File: src/rtl/rv32_pipeline_pkg.sv
// Shared RV32 pipeline definitions: instruction field positions,
// opcode constants and operand-usage decode.
package rv32_pipeline_pkg;

  localparam int XLEN_DEF     = 32;
  localparam int NUM_REGS_DEF = 32;
  localparam int SB_CNT_W_DEF = 2;
  localparam int REG_W        = 5;

  localparam int OPC_MSB = 6;
  localparam int OPC_LSB = 0;
  localparam int RD_MSB  = 11;
  localparam int RD_LSB  = 7;
  localparam int RS1_MSB = 19;
  localparam int RS1_LSB = 15;
  localparam int RS2_MSB = 24;
  localparam int RS2_LSB = 20;

  typedef logic [6:0] opcode_t;

  localparam opcode_t OPC_OP     = 7'b0110011;
  localparam opcode_t OPC_OP_IMM = 7'b0010011;
  localparam opcode_t OPC_LOAD   = 7'b0000011;
  localparam opcode_t OPC_STORE  = 7'b0100011;
  localparam opcode_t OPC_BRANCH = 7'b1100011;
  localparam opcode_t OPC_JAL    = 7'b1101111;
  localparam opcode_t OPC_JALR   = 7'b1100111;
  localparam opcode_t OPC_LUI    = 7'b0110111;
  localparam opcode_t OPC_AUIPC  = 7'b0010111;
  localparam opcode_t OPC_SYSTEM = 7'b1110011;

  typedef struct packed {
    logic uses_rs1;
    logic uses_rs2;
    logic writes_rd;
  } operand_use_t;

  function automatic operand_use_t rv32_operand_use(
    input opcode_t opc
  );
    operand_use_t u;
    u = '0;
    unique case (1'b1)
      (opc == OPC_OP):
        u = operand_use_t'(3'b111);
      (opc == OPC_OP_IMM),
      (opc == OPC_LOAD),
      (opc == OPC_JALR),
      (opc == OPC_SYSTEM):
        u = operand_use_t'(3'b101);
      (opc == OPC_STORE),
      (opc == OPC_BRANCH):
        u = operand_use_t'(3'b110);
      (opc == OPC_LUI),
      (opc == OPC_AUIPC),
      (opc == OPC_JAL):
        u = operand_use_t'(3'b001);
      default:
        u = '0;
    endcase
    return u;
  endfunction

endpackage

File: src/rtl/reg_scoreboard.sv
// Per-register pending-write counters with lookup ports and
// sticky underflow error on writeback of an untracked register.
module reg_scoreboard #(
  parameter int N     = 32,
  parameter int CNT_W = 2
) (
  input  logic       clk,
  input  logic       rst,
  input  logic       inc_valid,
  input  logic [4:0] inc_rd,
  input  logic       dec_valid,
  input  logic [4:0] dec_rd,
  input  logic [4:0] rs1,
  input  logic [4:0] rs2,
  input  logic [4:0] rd,
  output logic       rs1_busy,
  output logic       rs2_busy,
  output logic       rd_full,
  output logic       err
);

  logic [CNT_W-1:0] cnt [N];
  logic [N-1:1]     inc_hit;
  logic [N-1:1]     dec_hit;
  logic             underflow;

  always_comb begin
    inc_hit = '0;
    dec_hit = '0;
    for (int r = 1; r < N; r++) begin
      inc_hit[r] = inc_valid && (inc_rd == 5'(r));
      dec_hit[r] = dec_valid && (dec_rd == 5'(r));
    end
  end

  // An increment landing on the same register cancels the retire.
  assign underflow = dec_valid && (dec_rd != '0)
    && !(inc_valid && (inc_rd == dec_rd))
    && (cnt[dec_rd] == '0);

  always_ff @(posedge clk) begin
    if (rst) begin
      for (int r = 0; r < N; r++) cnt[r] <= '0;
      err <= 1'b0;
    end else begin
      for (int r = 1; r < N; r++) begin
        if (inc_hit[r] && !dec_hit[r])
          cnt[r] <= cnt[r] + CNT_W'(1);
        else if (dec_hit[r] && !inc_hit[r]
                 && (cnt[r] != '0))
          cnt[r] <= cnt[r] - CNT_W'(1);
      end
      if (underflow) err <= 1'b1;
    end
  end

  assign rs1_busy = (rs1 != '0) && (cnt[rs1] != '0);
  assign rs2_busy = (rs2 != '0) && (cnt[rs2] != '0);
  assign rd_full  = (cnt[rd] == '1);

endmodule

File: src/rtl/decode_issue_scoreboard.sv
// Decode stage: one-entry ID register with RAW/structural
// interlock against the pending-write scoreboard.
module decode_issue_scoreboard #(
  parameter int NUM_REGS = 32,
  parameter int SB_CNT_W = 2,
  parameter int XLEN     = 32
) (
  input  logic            clk,
  input  logic            rst,
  input  logic            fetch_valid_i,
  output logic            fetch_ready_o,
  input  logic [XLEN-1:0] fetch_instr_i,
  input  logic [XLEN-1:0] fetch_pc_i,
  input  logic            flush_i,
  output logic            issue_valid_o,
  input  logic            issue_ready_i,
  output logic [XLEN-1:0] issue_instr_o,
  output logic [XLEN-1:0] issue_pc_o,
  output logic [4:0]      issue_rs1_o,
  output logic [4:0]      issue_rs2_o,
  output logic [4:0]      issue_rd_o,
  output logic            hazard_o,
  input  logic            wb_valid_i,
  input  logic [4:0]      wb_rd_i,
  output logic            err_o
);

  import rv32_pipeline_pkg::*;

  logic            id_valid;
  logic [XLEN-1:0] id_instr;
  logic [XLEN-1:0] id_pc;

  opcode_t         opc;
  operand_use_t    opu;
  logic [4:0]      rs1;
  logic [4:0]      rs2;
  logic [4:0]      rd;
  logic            writes;
  logic            rs1_busy;
  logic            rs2_busy;
  logic            rd_full;
  logic            hazard;
  logic            fire;

  assign opc = id_instr[OPC_MSB:OPC_LSB];
  assign rs1 = id_instr[RS1_MSB:RS1_LSB];
  assign rs2 = id_instr[RS2_MSB:RS2_LSB];
  assign rd  = id_instr[RD_MSB:RD_LSB];
  assign opu = rv32_operand_use(opc);

  assign writes = opu.writes_rd && (rd != '0);

  assign hazard = (opu.uses_rs1 && rs1_busy)
    || (opu.uses_rs2 && rs2_busy)
    || (writes && rd_full);

  assign issue_valid_o = id_valid && !hazard && !flush_i;
  assign hazard_o      = id_valid && hazard;
  assign fire          = issue_valid_o && issue_ready_i;
  assign fetch_ready_o = !flush_i && (!id_valid || fire);

  reg_scoreboard #(
    .N     (NUM_REGS),
    .CNT_W (SB_CNT_W)
  ) u_sb (
    .clk       (clk),
    .rst       (rst),
    .inc_valid (fire && writes),
    .inc_rd    (rd),
    .dec_valid (wb_valid_i),
    .dec_rd    (wb_rd_i),
    .rs1       (rs1),
    .rs2       (rs2),
    .rd        (rd),
    .rs1_busy  (rs1_busy),
    .rs2_busy  (rs2_busy),
    .rd_full   (rd_full),
    .err       (err_o)
  );

  // Data only moves on a fetch handshake, so a stalled offer holds.
  always_ff @(posedge clk) begin
    if (rst) begin
      id_valid <= 1'b0;
      id_instr <= '0;
      id_pc    <= '0;
    end else if (flush_i) begin
      id_valid <= 1'b0;
    end else if (fetch_valid_i && fetch_ready_o) begin
      id_valid <= 1'b1;
      id_instr <= fetch_instr_i;
      id_pc    <= fetch_pc_i;
    end else if (fire) begin
      id_valid <= 1'b0;
    end
  end

  assign issue_instr_o = id_instr;
  assign issue_pc_o    = id_pc;
  assign issue_rs1_o   = rs1;
  assign issue_rs2_o   = rs2;
  assign issue_rd_o    = rd;

endmodule

File: config.mk
export PLATFORM = sky130hd
export DESIGN_NAME = decode_issue_scoreboard
export DESIGN_NICKNAME = d
export VERILOG_FILES = /design/src/rtl/rv32_pipeline_pkg.sv /design/src/rtl/reg_scoreboard.sv /design/src/rtl/decode_issue_scoreboard.sv
export SDC_FILE = /design/constraint.sdc
export NUM_CORES = 1
export LEC_CHECK = 0
export BUFFER_PORTS_ARGS = -buffer_cell sky130_fd_sc_hd__buf_2
export CAP_MARGIN = 20
export CORE_MARGIN = 2
export CORE_UTILIZATION = 45
export DETAILED_ROUTE_END_ITERATION = 8
export PLACE_DENSITY = 0.69
export SLEW_MARGIN = 10
export SYNTH_ARGS = -nofsm -noshare
export SYNTH_HDL_FRONTEND = slang
export SYNTH_SLANG_ARGS = --single-unit
File: constraint.sdc
create_clock -name clk -period 3 [get_ports clk]
set_clock_uncertainty 0.1 [all_clocks]
set_input_delay 0.3 -clock clk [delete_from_list [all_inputs] [get_ports clk]]
set_output_delay 0.3 -clock clk [all_outputs]
set_load 0.01 [all_outputs]
## Word level (Yosys, flattened, before mapping)

Memories as Yosys holds them, arrays and structs flattened. A register that Yosys moved wholly into a read port is not among the register bits.
Index checks and enable logic that the tools add are counted.
W data, S select, Z words.

| storage, ports and cells | value |
|---|---|
| flip-flop bits (word level) | 66 |
| latch bits | 0 |
| bits in writable memories | 64 |
| bits in read-only memories | 0 |
| bits of input ports | 75 |
| output and inout bits | 83 |
| logic and storage cells | 779 |
| memories kept | 1 |

| operators by class | value |
|---|---|
| $add $sub $neg | 62 |
| multipliers | 0 |
| divide/modulo/power cells | 0 |
| magnitude comparators | 0 |
| equal/unequal tests | 74 |
| shift-type cells | 0 |
| muxes and demuxes | 290 |
| bitwise operators | 63 |
| reductions and logical operators | 285 |

Memory list:

| memory | depth | width | read ports | clocked after memory_dff | write ports | RTL line | text |
|---|---|---|---|---|---|---|---|
| u_sb.cnt | 32 | 2 | 35 | 3 | 32 | reg_scoreboard.sv:22 | `logic [CNT_W-1:0] cnt [N];` |

Operators by type and width:

| operator | number |
|---|---|
| $mux W1 | 221 |
| $logic_and A1 B1 Y1 | 172 |
| $eq A5 B5 Y1 const B | 32 |
| $mux W2 | 62 |
| $eq A5 B4 Y1 const B | 16 |
| $reduce_bool A2 Y1 | 34 |
| $logic_not A1 Y1 | 66 |
| $add A2 B1 Y2 const B | 31 |
| $or A1 B1 Y1 | 62 |
| $sub A2 B1 Y2 const B | 31 |
| $eq A5 B3 Y1 const B | 8 |
| $mux W5 | 6 |
| $eq A7 B7 Y1 const B | 4 |
| $eq A7 B6 Y1 const B | 3 |
| $eq A5 B2 Y1 const B | 4 |
| $reduce_bool A5 Y1 | 4 |
| $eq A7 B5 Y1 const B | 2 |
| $pmux W3 S4 | 1 |
| $eq A5 B1 Y1 const B | 2 |
| $eq A7 B2 Y1 const B | 1 |
| $eq A5 B5 Y1 | 1 |
| $reduce_or A2 Y1 | 2 |
| $reduce_or A4 Y1 | 1 |
| $logic_or A1 B1 Y1 | 3 |
| other kinds (5) | 5 |

## Depth between registers and ports, before layout

Gate-level depths: netlist (run 1).

| depth | value |
|---|---|
| depth after elaboration | 20 |
| mapped depth | 14 |
| mapped depth without buffers | 8 |

## Cells and area by module

From an unflattened synthesis (run 1), not the netlist that was laid out.

| unflattened totals | value |
|---|---|
| cell total of the unflattened synthesis | 935 |
| area total of the unflattened synthesis | 9207.6 sq um |

By module, submodules not included:

| module | instances | cells an instance | area an instance (sq um) | sequential area each (sq um) |
|---|---|---|---|---|
| reg_scoreboard | 1 | 611 | 5621.6 | 1881.8 |
| decode_issue_scoreboard | 1 | 324 | 3585.9 | 1301.2 |

## Worst setup path before layout (run 1)

No wires, ideal clock.

| timing | value |
|---|---|
| kind | register -> register |
| start | register (tool-made name) |
| end | memory u_sb.cnt[15][0], enable pin |
| library setup time | 367 ps |
| arrival | 2538 ps |
| data required time | 2533 ps |
| path slack | -5 ps |
| stages on the path, launching flop included | 11 |
| path buffers | 3 |
| period minus slack after synthesis | 3005 ps |
| cells stage by stage | dfxtp_1 buf_2 and3b_1 a311o_1 a311oi_1 o2111a_1 or3_1 buf_2 nand4_2 clkbuf_1 o311ai_0 |

RTL lines:

| what | RTL line |
|---|---|
| end, declared | reg_scoreboard.sv:22 |

==> results.py, run 1 <==
metrics = {
    "cts": {
        "root_buffer": "clkbuf_16",
        "clk_pin_slew_ps": 70,
        "insertion_delay_ps": 440,
        "clockBufferDepth": 2,
        "htree_levels": 4,
        "cts_tree": "built",
        "cts_buffers": 17,
        "cts.sinks": 143,
    },
    "synthesis": {
        "syn_inst": 1034,
        "synthMuxAreaShare_pct": 14.2,
        "synth-adder-area-share_pct": 0.137,
        "synth_seq_area_share_pct": 38.1,
        "syn_nets": 1110,
        "yosysWarningCount": 0,
        "ys_top_cells_by_area": "edfxtp_1 (20%), dfxtp_1 (18%), nand2_1 (7.9%), mux2i_1 (7.8%), mux4_2 (5.4%)",
        "synth_top_family_by_area": "simple AND/OR/NAND/NOR gates",
        "synth_top_cell_by_area": "edfxtp_1",
        "synth_top_area_share_pct": 20.4,
        "yosys.cell_types.count": 67,
        "async_flop_share_pct": 0,
        "netlist_area_um2": 9150,
        "syn_avg_cell_area_um2": 8.85,
        "synth-xor-area-share_pct": 1.91,
        "ys_seq_elements": 143,
        "yosys.area_share.simple_pct": 25.5,
        "synth_edf_count": 62,
        "synth-main-ff-cell": "dfxtp_1",
        "synth_compound_area_share_pct": 14.4,
    },
    "worst_setup_path": {
        "worstSetupPathType": "reg -> reg",
        "endpoint_kind": "flop",
        "rr_worst_depth": 14,
        "arrival_ps": 3580,
        "start_kind": "flop",
        "cp_max_fo": 10,
        "cp.required_ps": 3240,
        "r2r_slack_ps": -330,
    },
    "finish": {
        "antennaDiodeCount": 0,
        "area_growth_pct": 46.9,
        "final_nets": 1441,
        "fillers": 1499,
        "drive_above_1_share_pct": 43.5,
        "final_cells": 1648,
    },
    "route": {
        "ant_nets": 0,
        "drtIter0Drc": 1357,
        "routed_wirelength_um": 34800,
        "detail_route.vias_per_cell": 6.16,
        "drc_errors": 0,
        "wl_per_cell_um": 21.1,
        "num_vias": 10200,
        "drtPass1Iterations": 7,
    },
    "pwr": {
        "p_seq_share_pct": 41.3,
        "ir_worst_vdd_mv": 0.401,
        "switching_share_pct": 31.0,
        "p_switching_mw": 1.68,
        "internal-power_mw": 3.74,
        "powerDensity_nw_per_um2": 403,
        "clockPowerShare_pct": 39.1,
        "p_leak_nw": 5.49,
        "p_comb_share_pct": 19.6,
    },
    "worst_hold_path": {
        "min_to": "issue_pc_o[20]",
        "min_from": "fetch_pc_i[20]",
        "worstHoldPathType": "in -> reg",
        "min_path_cells": 3,
    },
    "sta": {
        "maxSlewViolCount": 0,
        "fin_crit_ps": 3330,
        "tns_ps": -37050,
        "finalWorstSetupSlack_ps": -331,
        "fmax_mhz": 300,
        "rsz0062_at_grt": "yes",
        "tightest_slew_ps": 935,
        "period_share_pct": 111,
        "maxSlewHeadroom_pct": 37.5,
        "final-setup-viol-count": 189,
        "hold_viol": 0,
        "hold-worst-slack_ps": 6.13,
    },
    "place": {
        "place.gp.congestion": 0.993,
        "hpwl_um": 22600,
        "dpl.cell_count": 1553,
        "io_buffers": 157,
        "place_ws_ps": -403,
    },
    "die": {
        "die_w_um": 147,
        "die_area_um2": 21500,
        "core-area_um2": 20100,
        "start_util_pct": 45.5,
        "num_rows": 52,
        "die_h_um": 147,
        "boundaryPins": 158,
    },
    "global_routing": {
        "grt_pass1_wl_um": 49000,
        "grt_max_degree": 63,
        "antenna_found_initial": 0,
        "grt_remaining_overflow": 0,
        "grt_use_total_pct": 28.8,
        "grt_pass1_vias": 9214,
    },
    "run_status": {
        "failed_checks": "setup timing",
        "outcome": "finished with violations",
    },
    "job": {
        "drv_cap": 0,
    },
}
==> Yosys cell counts, drive strengths merged, types with 16 or more instances <==
| cell | number |
|---|---|
| edfxtp | 62 |
| or3 | 16 |
| nand3 | 38 |
| nor2 | 76 |
| clkbuf | 40 |
| o21ai | 42 |
| mux4 | 22 |
| nor3b | 24 |
| nor3 | 38 |
| buf | 48 |
| a21oi | 33 |
| nand2 | 194 |
| mux2i | 71 |
| dfxtp | 81 |
| nand2b | 17 |
==> through the flow <==
stage	total power [mW]	cell area, µm²	util [%]
after floorplan	2.75	9150	-
after global placement	3.14	11200	55.9
after detailed placement	3.16	11200	55.9
after CTS	5.32	12400	61.5
after global routing	5.57	13400	66.8
final	5.42	13400	66.8
==> layout make-up <==
type	count	area (µm²)	area share [%]
Clock buffer	18	429	3.19
Inverter	14	55.1	0.410
Timing Repair Buffer	398	3060	22.8
Sequential cell	143	3500	26.1
Tap cell	270	338	2.51
Multi-Input combinational cell	791	5910	44.0
Clock inverter	14	141	1.05
==> power by group through the flow <==
stage,combinational [mW],sequential [mW],clock (mW)
floorplan,0.474,2.28,0
global placement,0.881,2.26,0
detailed placement,0.893,2.27,0
finish,1.06,2.24,2.12
CTS,0.965,2.23,2.13
global route,1.12,2.25,2.21
==> critical path, cell delays in order, from the launching register on <==
cell and delay [ps]:
dfxtp_2 420, buf_4 260, mux4_2 270, nand2b_1 110
a311oi_2 460, or3_4 240, buf_6 100, nand4_1 130
buf_4 200, a211oi_4 250, buf_6 160, buf_12 110
buf_16 130, buf_6 100, mux2i_2 200
==> kinds of logic (layout without fill, tap and decap cells) <==
logic type / Yosys count / in the layout
flip-flops: 143 / 143
adder cells (fa/ha/maj): 1 / 1
AO/OA/AOI/OAI: 187 / 187
XOR/XNOR: 20 / 20
buffers and inverters: 102 / 444
AND/OR/NAND/NOR: 480 / 482
multiplexers: 101 / 101
==> what timing repair did <==
action / 4_1_cts / 5_1_grt
cloned: 3 / 7
hold buffers: 5 / 0
resized for setup: 77 / 158
setup endpoints to repair: 190 / 191
pin swaps: 18 / 59
endpoints found under the hold margin: 5 / 0
setup buffers: 15 / 37
==> layer usage <==
metal  share of wire [%]  GRT usage, %
met5                   0             0
met2                  46          46.2
met1                  37          36.6
met3                  11          6.69
met4                 6.2          14.1
==> layout by cell type, fill, tap and decap left out, types with 7 or more instances in the layout <==
cell,Yosys,layout
nand2_1,193,182
buf_4,16,177
buf_2,17,155
dfxtp_1,81,73
nor2_1,76,63
edfxtp_1,62,62
mux2i_1,71,58
nor3_1,38,37
o21ai_0,42,35
buf_6,9,35
nand3_1,38,31
mux4_2,22,22
nor3b_1,24,22
clkbuf_16,0,20
a21oi_1,33,19
nand2b_1,17,17
xor2_1,15,15
a31oi_1,15,14
inv_1,13,13
a21oi_2,0,13
buf_12,0,13
nor2_2,0,11
o211ai_1,11,11
nand4_1,10,10
o41ai_1,10,10
a211oi_2,0,9
nand2_2,1,9
or3_4,0,9
mux2i_2,0,9
and3_1,9,8
a311o_1,8,8
buf_8,0,8
nand4b_1,7,7
nor2b_1,7,7
or3_1,16,7
nand3_2,0,7
==> how the worst max path moves through the flow <==
stage,from,end
after CTS,u_sb.cnt[26][0],fetch_ready_o
after global routing,u_sb.cnt[27][0],issue_pc_o[28]
after detailed placement,flop,issue_pc_o[25]
final,flop,flop
after global placement,flop,issue_instr_o[1]
after floorplan,u_sb.cnt[24][0],u_sb.cnt[8][0]
No activity file was read; power rests on OpenSTA's default activity.
==> run 2, diff against run 1 <==
--- a/config.mk
+++ b/config.mk
@@ -5,6 +5,7 @@
 export SDC_FILE = /design/constraint.sdc
 export NUM_CORES = 1
 export LEC_CHECK = 0
+export ABC_AREA = 1
 export BUFFER_PORTS_ARGS = -buffer_cell sky130_fd_sc_hd__buf_2
 export CAP_MARGIN = 20
 export CORE_MARGIN = 2
==> run 2 against run 1 <==
- highest routed layer unchanged
- wire length fell by 9.2%
- non-clock buffer count fell by 144
- the flow now finishes without violations
- cell count rose by 15%
- fmax is 17% higher
- register-to-register slack gained 510 ps
==> results.py, run 2 <==
metrics = {
    "worst_setup_path": {
        "start_kind": "flop",
        "cp_num_buf_inv": 2,
        "cp_cell_sequence": "nand2_1 > inv_2 > nand2_1 > o21ai_0 > nor2_1 > nand2_1 > nand3_1 > nand2_1 > nand2_1 > nand3_1 > nand3_2 > nor2_4 > nand2_1 > a21oi_1 > buf_2",
        "cpLargestDelayFamily": "simple AND/OR/NAND/NOR gates",
        "arrival_ps": 2460,
        "rr_worst_depth": 19,
        "worstSetupPathType": "reg -> out",
        "cp.required_ps": 2600,
        "cp_max_fo": 5,
        "slowest_delay_ps": 440,
        "crit_cells": 15,
        "crit_slowest_cell": "dfxtp_1",
        "endpoint_kind": "output port",
        "cp_common_cell": "nand2_1",
    },
    "finish": {
        "drive_above_1_share_pct": 18.4,
        "fillers": 1927,
        "final_cell_mix": "nand2_1 (359), nor2_1 (309), inv_1 (170)",
        "antennaDiodeCount": 0,
        "final_nets": 1691,
        "layout_commonest_cell": "nand2_1",
        "area_growth_pct": 25.2,
        "utilization_pct": 57.5,
        "stdcell_area_um2": 11200,
        "final_cells": 1893,
    },
    "synthesis": {
        "yosysMostFrequentCell": "nand2_1",
        "netlist_area_um2": 8970,
        "synth-main-ff-cell": "dfxtp_1",
        "yosys.cell_types.count": 38,
        "synth_edf_count": 62,
        "synth_top_area_share_pct": 20.8,
        "synth_seq_area_share_pct": 38.9,
        "ys_top_cells_by_area": "edfxtp_1 (21%), dfxtp_1 (18%), nand2_1 (15%), nor2_1 (13%), nand3_1 (7.2%)",
        "syn_nets": 1481,
        "synth_top_cell_by_area": "edfxtp_1",
        "synth_commonest_cells": "nand2_1 (362), nor2_1 (319), inv_1 (172)",
        "async_flop_share_pct": 0,
        "syn_avg_cell_area_um2": 6.38,
        "syn_inst": 1405,
        "ys_seq_elements": 143,
        "yosysWarningCount": 0,
    },
    "route": {
        "routed_wirelength_um": 31600,
        "num_vias": 9863,
        "detail_route.vias_per_cell": 5.21,
        "drc_errors": 0,
        "ant_nets": 0,
        "drtIter0Drc": 949,
        "wl_per_cell_um": 16.7,
        "drtPass1Iterations": 6,
    },
    "sta": {
        "hold-worst-slack_ps": 3.96,
        "fmax_mhz": 350,
        "maxSlewHeadroom_pct": 44.4,
        "finalWorstSetupSlack_ps": 142,
        "tns_ps": 0,
        "final-setup-viol-count": 0,
        "tightest_slew_ps": 832,
        "period_share_pct": 95.3,
        "fin_crit_ps": 2860,
        "hold_viol": 0,
        "maxSlewViolCount": 0,
    },
    "run_status": {
        "outcome": "finished, final reports clean",
    },
    "die": {
        "die_area_um2": 21100,
        "num_rows": 51,
        "die_h_um": 145,
        "start_util_pct": 45.9,
        "die_w_um": 145,
        "core-area_um2": 19500,
        "boundaryPins": 158,
    },
    "global_routing": {
        "grt_remaining_overflow": 0,
        "grt_pass1_vias": 9295,
        "antenna_found_initial": 0,
        "grt_pass1_wl_um": 49300,
        "grt_max_degree": 60,
        "grt_use_total_pct": 29.7,
    },
    "place": {
        "place_area_um2": 10200,
        "io_buffers": 157,
        "hpwl_um": 23500,
        "place_ws_ps": -12.1,
        "place.gp.congestion": 1.06,
        "dpl.cell_count": 1828,
    },
    "worst_hold_path": {
        "worstHoldPathType": "in -> reg",
        "min_path_cells": 3,
        "min_from": "fetch_pc_i[17]",
    },
    "cts": {
        "cts.sinks": 143,
        "cts_tree": "built",
        "root_buffer": "clkbuf_16",
        "clockBufferDepth": 2,
        "clk_pin_slew_ps": 70,
        "cts_buffers": 17,
        "insertion_delay_ps": 430,
        "htree_levels": 4,
    },
    "pwr": {
        "ir_worst_vdd_mv": 0.393,
        "p_leak_nw": 5.66,
        "powerDensity_nw_per_um2": 485,
        "finalPower_mw": 5.45,
    },
    "job": {
        "drv_cap": 0,
    },
}
-- run 2: changes by cell type in the layout (fill, tap and decap cells not counted), sizes merged, moves of 22 or more --
cell | previous run | this run
buf | 390 | 227
dlygate4sd3 | 5 | 27
inv | 23 | 192
mux2i | 71 | 4
mux4 | 22 | 0
nand2 | 194 | 363
nand3 | 38 | 133
nor2 | 76 | 324
nor3b | 24 | 0
-- run 2: layout make-up --
class                      count  area [µm²]  share of cell area (%)
clock buffer                  21         504                    4.49
clock inverter                11         100                   0.892
timing repair buffer         254        1630                    14.5
inverter                     186         702                    6.25
tap                          265         332                    2.95
multi-input combinational   1013        4470                    39.8
sequential                   143        3490                    31.0
-- run 2: final timing paths --
check / end / slack (ps)
worst min-delay path: issue_pc_o[17] / 4
worst max register to register: u_sb.cnt[29][1] / 180
worst max-delay path: fetch_ready_o / 140
worst min register to register: u_sb.err / 360
-- run 2: routing by layer --
metal,GRT usage [%],vias to the layer above,share of wire [%]
met4,14.7,0,5.2
met1,37.6,4407,42
met3,5.66,106,7.8
met5,0,-,0
li1,-,4860,-
met2,48.7,490,45
-- run 2: what timing repair did --
| action | CTS | global route |
|---|---|---|
| setup buffers | 0 | 5 |
| gates resized for setup | 1 | 20 |
| hold endpoints to repair | 27 | 0 |
| cloned | 1 | 0 |
| endpoints found under the setup margin | 4 | 159 |
| pin swaps | 1 | 0 |
| hold buffers | 27 | 0 |
-- run 2: cells by family (layout without fill, tap and decap cells) --
family,count (synthesis),in the layout,synth area share (%)
adders and majority gates,1,1,0.140
DFF,143,143,38.9
AOI/OAI and AO/OA,122,122,7.56
xor gates and xnor gates,5,5,0.488
and+or+nand+nor,880,881,40.5
muxes,4,4,0.447
buffers and inverters,250,472,12.0
-- run 2: tightest hold or removal path, delay by kind of cell --
family	cells	cell delay, ps
and+or+nand+nor	2	110
buffers and inverters	1	80
-- run 2: where the power goes --
| group | switching [mW] | internal [mW] | total [mW] | leakage [nW] |
|---|---|---|---|---|
| sequential | 0.102 | 2.16 | 2.27 | 1.30 |
| clock | 0.948 | 1.24 | 2.19 | 0.298 |
| combinational | 0.629 | 0.360 | 0.989 | 4.06 |
| total | 1.68 | 3.77 | 5.45 | 5.66 |
